File: config.mk
export PLATFORM = sky130hd
export DESIGN_NAME = branch_redirect_ctrl
export DESIGN_NICKNAME = d
export VERILOG_FILES = /design/src/rtl/branch_redirect_ctrl.sv
export SDC_FILE = /design/constraint.sdc
export NUM_CORES = 1
export LEC_CHECK = 0
export BUFFER_PORTS_ARGS = -buffer_cell sky130_fd_sc_hd__buf_2
export CORE_ASPECT_RATIO = 0.7
export CORE_MARGIN = 2
export CORE_UTILIZATION = 40
export DETAILED_ROUTE_END_ITERATION = 10
export GPL_ROUTABILITY_DRIVEN = 0
export PLACE_DENSITY = 0.69
export REMOVE_ABC_BUFFERS = 1
export SLEW_MARGIN = 10
export SYNTH_ARGS = -nofsm -noshare
export SYNTH_HDL_FRONTEND = slang
export SYNTH_SLANG_ARGS = --single-unit
export TNS_END_PERCENT = 30
File: constraint.sdc
create_clock -name clk -period 1.9 [get_ports clk]
set_clock_uncertainty 0.1 [all_clocks]
set_input_delay 0.095 -clock clk [delete_from_list [all_inputs] [get_ports clk]]
set_output_delay 0.095 -clock clk [all_outputs]
set_load 0.05 [all_outputs]
File: src/rtl/branch_redirect_ctrl.sv
// Front-end redirect sequencer: holds a taken branch until its delay slot is in the pipe,
// then presents the target to fetch with a valid/ready handshake. Exceptions preempt branches.
module branch_redirect_ctrl #(
  parameter int              PC_W     = 32,
  parameter logic [PC_W-1:0] RESET_PC = 32'hBFC0_0000,
  parameter int              CNT_W    = 32
) (
  input  logic             clk,
  input  logic             resetn,
  input  logic             br_valid,
  input  logic             br_taken,
  input  logic [PC_W-1:0]  br_target,
  input  logic             ds_fetched,
  input  logic             if_inst_valid,
  input  logic             exc_valid,
  input  logic [PC_W-1:0]  exc_pc,
  input  logic             redir_ready,
  output logic             redir_valid,
  output logic [PC_W-1:0]  redir_pc,
  output logic             flush_fetch,
  output logic             busy,
  output logic [CNT_W-1:0] redir_count
);

  localparam logic [1:0] S_IDLE    = 2'd0;
  localparam logic [1:0] S_WAIT_DS = 2'd1;
  localparam logic [1:0] S_ISSUE   = 2'd2;

  logic [1:0]      state, state_nxt;
  logic [PC_W-1:0] pc_nxt;
  logic            fire;

  assign redir_valid = (state == S_ISSUE);
  assign fire        = redir_valid & redir_ready;
  assign flush_fetch = fire;
  assign busy        = (state != S_IDLE);

  // Exceptions override everything, including a handshake completing this cycle.
  always_comb begin
    state_nxt = state;
    pc_nxt    = redir_pc;
    if (exc_valid) begin
      state_nxt = S_ISSUE;
      pc_nxt    = exc_pc;
    end else begin
      case (state)
        S_IDLE: begin
          if (br_valid && br_taken) begin
            pc_nxt    = br_target;
            state_nxt = ds_fetched ? S_ISSUE : S_WAIT_DS;
          end
        end
        S_WAIT_DS: begin
          if (if_inst_valid) state_nxt = S_ISSUE;
        end
        S_ISSUE: begin
          if (redir_ready) state_nxt = S_IDLE;
        end
        default: state_nxt = S_IDLE;
      endcase
    end
  end

  always_ff @(posedge clk or negedge resetn) begin
    if (!resetn) begin
      state       <= S_IDLE;
      redir_pc    <= RESET_PC;
      redir_count <= '0;
    end else begin
      state    <= state_nxt;
      redir_pc <= pc_nxt;
      if (fire) redir_count <= redir_count + {{(CNT_W-1){1'b0}}, 1'b1};
    end
  end

endmodule

==> results of run 1 <==
-- metal layers --
layer / GRT usage, % / routed length [um] / up-vias
met1: 24.1 / 3510 / 1351
met4: 9.87 / 238 / 0
met3: 5.70 / 494 / 19
li1: - / - / 1391
met5: 0 / 0 / -
met2: 36.8 / 4260 / 88
-- cell type report --
type | instances | area (um2) | area share, %
Multi-Input combinational cell | 198 | 1340 | 28.0
Clock buffer | 11 | 141 | 2.95
Inverter | 5 | 18.8 | 0.392
Tap cell | 98 | 123 | 2.56
Sequential cell | 66 | 1660 | 34.7
Clock inverter | 5 | 77.6 | 1.62
Timing Repair Buffer | 209 | 1420 | 29.7
-- cells by family (layout without fill, tap and decap cells) --
logic type      Yosys count  after routing  synth area share (%)
xor+xnor                 31             31                  8.88
flops                    66             66                  54.4
compound gates           37             37                  6.43
mux                      32             32                  10.5
fa+ha+maj                 1              1                 0.409
buf+inv                  16            230                  2.01
simple gates             97             97                  17.4
-- state kept, by name, summed over array words and instances (netlist names) --
name / count
redir_count: 32
redir_pc: 32
state: 2
-- cell usage in the layout (no fill, tap or decap), types with 3 or more instances in the layout --
cell and n:
buf_2 138, dlygate4sd3_1 65, dfrtp_1 57, nand2_1 44
o21ai_0 33, mux2i_1 32, xnor2_1 25, nand3_1 11
nand4_1 11, clkbuf_8 10, dfstp_2 9, nor2_1 8
xor2_1 6, inv_1 5, and3_1 5, nor3_1 4
and4_1 3, buf_4 3, buf_12 3
-- power by group --
group | leakage (nW) | total (mW) | switching [mW] | internal, mW
Clock | 0.109 | 1.30 | 0.529 | 0.770
Sequential | 0.831 | 1.70 | 0.138 | 1.56
Combinational | 1.50 | 1.21 | 0.817 | 0.391
Total | 2.44 | 4.21 | 1.48 | 2.72
-- per-stage QoR --
stage	hold WS, ns	TNS [ns]	std cells
global route	0.0240	0	592
floorplan	-0.301	-14.26	269
finish	0.00814	0	592
CTS	0.000244	0	590
global placement	0.0349	0	511
detailed placement	0.0350	0	511
-- worst paths after layout --
path	slack, ns	end	depth (start not counted)	startpoint
worst min register to register	0.37	redir_count[31]	1	redir_count[31]
worst min-delay path	0.008	redir_pc[6]	3	exc_pc[6]
max in group asynchronous	1.16	redir_pc[22]	3	resetn
worst max register to register	0.20	redir_count[28]	5	redir_count[4]
min in group asynchronous	0.18	redir_pc[11]	3	resetn
worst max-delay path	0.20	redir_count[28]	5	redir_count[4]
-- repair_timing --
action	4_1_cts	5_1_grt
hold buffers	63	2
buffers inserted	0	0
endpoints found under the setup margin	0	1
endpoints found under the hold margin	98	1
-- tightest hold or removal path: cells and delay by family --
family / cells / cell delay [ns]
AO/OA/AOI/OAI: 1 / 0.16
buffers and inverters: 1 / 0.09
multiplexers: 1 / 0.07
==> results.md, run 1 <==
- Initial antenna violation count: 0
- Max incr delay on CP: 0.45 ns
- Fmax: 0.589 GHz
- Ant diodes: 0
- Placed standard-cell area: 0.00392 mm2
- Sequential share of the synthesized area: 54.4%
- VDD IR max: 0.907 mV
- Root Driver: clkbuf_8
- Measured slew at the worst slew-check pin: 0.461 ns
- Largest net degree at the start of global routing: between 60 and 70
- WL per Instance: 14.4 um
- Design area: 0.00479 mm2
- Cell taking the most area after synthesis: dfrtp_1
- Max-slew violation count: 0
- RSZ-0062 raised after global routing: false
- I/O Buffers: ~140
- Clock Pin Slew Worst Setup and Hold Paths: 0.07 ns
- Die W: 108 um
- DRC violations left: 0
- Layout cells sized above 1: 35.6%
- Slowest CP cell: dfrtp_1
- Largest cells by area after synthesis: dfrtp_1, mux2i_1, dfstp_2, xnor2_1, nand2_1
- Die area: about 0.0084 mm2
- CTS Buf Count: 9
- Async SR Flop Fraction: 100%
- Hpwl dp: between 5000 and 6000 um
- Total gr overflow: 0
- DRT iter0 DRCs: 80
- Place WS: 0.174 ns
- CTS max path bufs: 2
- Syn Area/Cell: 10.9 um2
- Core ar.: approximately 0.0074 mm2
- Post-synthesis cell area: 0.00306 mm2
- Final Cycle Share: 89.3%
- Top cells by count, synth: dfrtp_1, nand2_1, o21ai_0, mux2i_1, xnor2_1
- Vias in the first global route: 2933
- Pwr Density: 878 mW/mm2
- Setup Viol. Count Final: 0
- Maximum fanout along the worst path: 9
- Worst setup EP type: register
- Max Cap Viol: 0
- Area grow syn2layout: 56.7%
- Startpoint Class: register
- Vias per cell: 4.81
- CP required: 2.02 ns
- Die Ht: 77.1 um
- Yosys Warn Count: 0
- Fin crit period: 1.70 ns
- Worst Path Arrival: 1.82 ns
- Delay-heaviest family, CP: simple AND/OR/NAND/NOR gates
- Final core occ: roughly two thirds
- TritonCTS clock tree: built
- Ports: 139
- Fillers: 590
- Count leader, synth: dfrtp_1
- Main flop type after synthesis: dfrtp_1
- Initial core utilization: 41.6%
- Fin nets: 562
- Leak: 2.44 nW
- Routed WL: 8500 um
- Critical setup path kind: register to register
- Number of flops mapped to enable cells by yosys: 0
- Overall power: 4.21 mW
- DR pass1 iterations: 5
- HP Class: primary input to register
- Post-Syn Instances: 280
- Global-route wire length before repair: 13600 um
- CP Cell Sequence: nand4_2 > nor4_4 > buf_4 > nand4_1 > xnor2_1
- Hold Vio Cnt, Final: 0
- Max-Slew Margin vs Limit: between 60 and 70%
- Seq cells post-synth: 66
- Final WS setup: between 0.2 and 0.25 ns
- Total number of vias: 2849
- Post-route ant nets: 0
- Distinct cells, synth: 29
- Rows: 26
- CTS sink cnt: 66
- H-tree Lvls: 3
- Yosys top cell area share: 46.7%
- Clk_lat worst skew: 0.34 ns
- Crit path buf inv count: 1
- Run status: complete, no violations
- Global Route Usage Sum: 21.2%
- Post-CTS Resized: 0
(Power assumes the default switching activity.)
==> run 2, diff against run 1 <==
--- a/config.mk
+++ b/config.mk
@@ -5,13 +5,14 @@
 export SDC_FILE = /design/constraint.sdc
 export NUM_CORES = 1
 export LEC_CHECK = 0
+export ABC_AREA = 1
 export BUFFER_PORTS_ARGS = -buffer_cell sky130_fd_sc_hd__buf_2
 export CORE_ASPECT_RATIO = 0.7
 export CORE_MARGIN = 2
 export CORE_UTILIZATION = 40
 export DETAILED_ROUTE_END_ITERATION = 10
 export GPL_ROUTABILITY_DRIVEN = 0
-export PLACE_DENSITY = 0.69
+export PLACE_DENSITY = 0.68
 export REMOVE_ABC_BUFFERS = 1
 export SLEW_MARGIN = 10
 export SYNTH_ARGS = -nofsm -noshare
==> results.md, run 2 <==
- Hold Vio Cnt, Final: 0 (unchanged)
- Cell taking the most area after synthesis: dfrtp_1
- Crit path from: state[1]
- Measured slew at the worst slew-check pin: 0.362 ns (-0.0998 ns)
- Post-Syn Instances: 401 (+43%)
- Die Ht: 79.6 um (+3.2%)
- Critical path's most frequent cell: nor2_1
- Seq cells post-synth: 66 (unchanged)
- Clk pwr share: 34.8% (+3.9 points)
- Fin nets: 681 (+21%)
- Setup Fix Bufs, Post-CTS: 0 (unchanged)
- Sequential share of the synthesized area: 50.9% (-3.5 points)
- Distinct cells, synth: 26 (-10%)
- Total gr overflow: 0 (unchanged)
- Vias per cell: 4.87 (+1.2%)
- Crit path buf inv count: 2 (+1)
- Final core occ: 63.5% (-1.6 points)
- Run status: complete, no violations
- Global routing met2 resource utilization: 37.9% (+1.1 points)
- Yosys top cell area share: 43.7% (-3.0 points)
- Max-slew violation count: 0 (unchanged)
- CP Cell Sequence: nor2_1 > inv_2 > nor2_1 > nand4_1 > a21oi_1 > dlygate4sd3_1
- Worst Path Arrival: 1.93 ns (+0.11 ns)
- Ports: 139 (unchanged)
- Max incr delay on CP: 0.57 ns (+0.12 ns)
- Ant diodes: 0 (unchanged)
- Power Internal: 2.93 mW (+7.7%)
- Async SR Flop Fraction: 100% (unchanged)
- Rows: 27 (+3.8%)
- Post-route ant nets: 0 (unchanged)
- Layout cells sized above 1: 29.0% (-6.6 points)
- CP required: 2.07 ns (+0.05 ns)
- Hpwl dp: 6450 um (+23%)
- Most common cell after layout, fill and taps aside: buf_2
- Yosys Warn Count: 0 (unchanged)
- Met3 Use GR: 7.21% (+1.5 points)
- Largest net degree at the start of global routing: 67 (unchanged)
- Die W: 112 um (+3.3%)
- Global Route Usage Sum: 22.6% (+1.4 points)
- WL per Instance: 13.9 um (-3.5%)
- Syn Area/Cell: 8.15 um2 (-25%)
- H-tree Lvls: 3 (unchanged)
- Most frequent cells in the layout: buf_2, nand2_1, dlygate4sd3_1, nor2_1, dfrtp_1
- Top cells by count, synth: nand2_1, nor2_1, dfrtp_1, a31oi_1, inv_1
- HP Class: primary input to register
- Critical setup path kind: register to register
- Leak: 2.52 nW (+3.2%)
- Fraction of power consumed by sequential logic: 37.7% (-2.7 points)
- Max Cap Viol: 0 (unchanged)
- Post-synthesis cell area: 0.00327 mm2 (+6.9%)
- Hold Path Depth: 3 (unchanged)
- Number of flops mapped to enable cells by yosys: 0 (unchanged)
- Reg2Reg Capture Point: state[0]
- Global Route met1 Usage: 26.9% (+2.8 points)
- Slowest CP cell: dlygate4sd3_1
- Final WS setup: 0.143 ns (-0.0601 ns)
- Logic pwr share: 27.5% (-1.2 points)
- Initial core utilization: 41.3% (-0.25 points)
- Maximum fanout along the worst path: 4 (-5)
- Global-route wire length before repair: 16000 um (+17%)
- Largest cells by area after synthesis: dfrtp_1, nand2_1, dfstp_2, nor2_1, a31oi_1
- Area grow syn2layout: 53.6%
- CTS Buf Count: 9 (unchanged)
- Biggest registers after layout: redir_count x32, redir_pc x32, state x2
- Final TNS setup: 0 ns (unchanged)
- R2R depth: 6 (+1)
- RSZ-0062 raised after global routing: false
- Main flop type after synthesis: dfrtp_1
- Worst setup EP type: register
- Total number of vias: 3478 (+22%)
- Final Cycle Share: 92.5% (+3.2 points)
- Switch Pwr: 1.56 mW (+5.2%)
- DRC violations left: 0 (unchanged)
- Gr busiest metal: met2
- Initial antenna violation count: 0 (unchanged)
- DR pass1 iterations: 5 (unchanged)
- Max-Slew Margin vs Limit: 75.9% (+6.9 points)
- Fmax: 0.569 GHz (-3.4%)
- Vias in the first global route: 3478 (+19%)
- Die area: 0.00892 mm2 (+6.6%)
- TritonCTS clock tree: built
- Setup Viol. Count Final: 0 (unchanged)
- Routed WL: 9890 um (+16%)
- Worst r2r src: state[1]
- Pwr Density: 895 mW/mm2 (+1.9%)
- Switching fraction of total power: 34.7% (-0.52 points)
- Clock Pin Slew Worst Setup and Hold Paths: 0.05 ns (-0.02 ns)
- CTS max path bufs: 2 (unchanged)
- I/O Buffers: 138 (unchanged)
- Critical path depth: 6 (+1)
- DRT iter0 DRCs: 214 (+170%)
- Place WS: 0.288 ns (+0.113 ns)
- Fin crit period: 1.76 ns (+0.0601 ns)
- Worst setup endpoint: state[0]
- Reg2reg setup slack: 0.14 ns (-0.06 ns)
- Core ar.: 0.00791 mm2 (+7.5%)
- VDD IR max: 0.765 mV (-16%)
- CTS sink cnt: 66 (unchanged)
- Clk_lat worst skew: 0.33 ns (about the same)
- Startpoint Class: register
- Count leader, synth: nand2_1
- Root Driver: clkbuf_16
- Delay-heaviest family, CP: buffers and inverters
-- run 2: cell types whose count changed after synthesis, sizes merged, moves of 4 or more --
cell   delta
nand2    +84
nor2     +60
mux2i    -32
a31oi    +31
o21ai    -28
inv      +26
xnor2    -15
and3      -5
nand3     +5
xor2      +5
and4      -4
-- run 2: per-layer routing --
layer,up-vias,wire (um)
met5,-,0
met3,32,561
li1,1705,-
met1,1631,4370
met4,0,296
met2,110,4670
-- run 2: kinds of logic after synthesis --
logic type      synth area share (%)
simple gates                    29.6
flops                           50.9
buf+inv                         5.86
compound gates                  7.62
xor+xnor                        5.63
fa+ha+maj                      0.383
-- run 2: final cells by class --
cell class                 count  area (um2)
clock buffer                  14         274
clock inverter                 2        10.0
fill                         683        2890
inverter                      31         116
multi-input combinational    291        1410
sequential                    66        1660
tap                          101         126
timing repair buffer         209        1420
-- run 2: how the worst min path moves through the flow --
stage / startpoint / to / slack [ns]
floorplan: resetn / redir_count[0] / -0.30
global placement: resetn / redir_pc[16] / 0.05
detailed placement: resetn / redir_pc[16] / 0.04
CTS: redir_ready / redir_count[0] / 0.01
global route: redir_ready / redir_count[0] / 0.03
finish: redir_ready / redir_count[0] / 0.02
-- run 2: power by group through the flow --
stage | clock network, mW | logic (mW) | registers [mW]
floorplan | 0 | 0.267 | 2.22
detailed placement | 0 | 1.12 | 1.71
global route | 1.67 | 1.30 | 1.72
global placement | 0 | 1.11 | 1.70
CTS | 1.60 | 1.23 | 1.69
finish | 1.57 | 1.24 | 1.69
-- run 2: per-stage QoR --
stage	power (mW)	instances	area (um2)	hold slack, ns
CTS	4.53	714	5020	0.0143
detailed placement	2.84	631	4060	0.0441
global placement	2.82	631	4060	0.0455
global route	4.69	714	5020	0.0317
floorplan	2.48	388	3190	-0.301
finish	4.49	714	5020	0.0237
-- run 2: timing repair --
item,4_1_cts,5_1_grt
resized for setup,0,0
hold endpoints to repair,99,0
hold buffers,67,0
-- run 2: worst register-to-register path: stages, from the launching register on --
cell and delay (ns):
dfrtp_1 0.43, nor2_1 0.18, inv_2 0.08, nor2_1 0.09, nand4_1 0.09, a21oi_1 0.15
dlygate4sd3_1 0.57
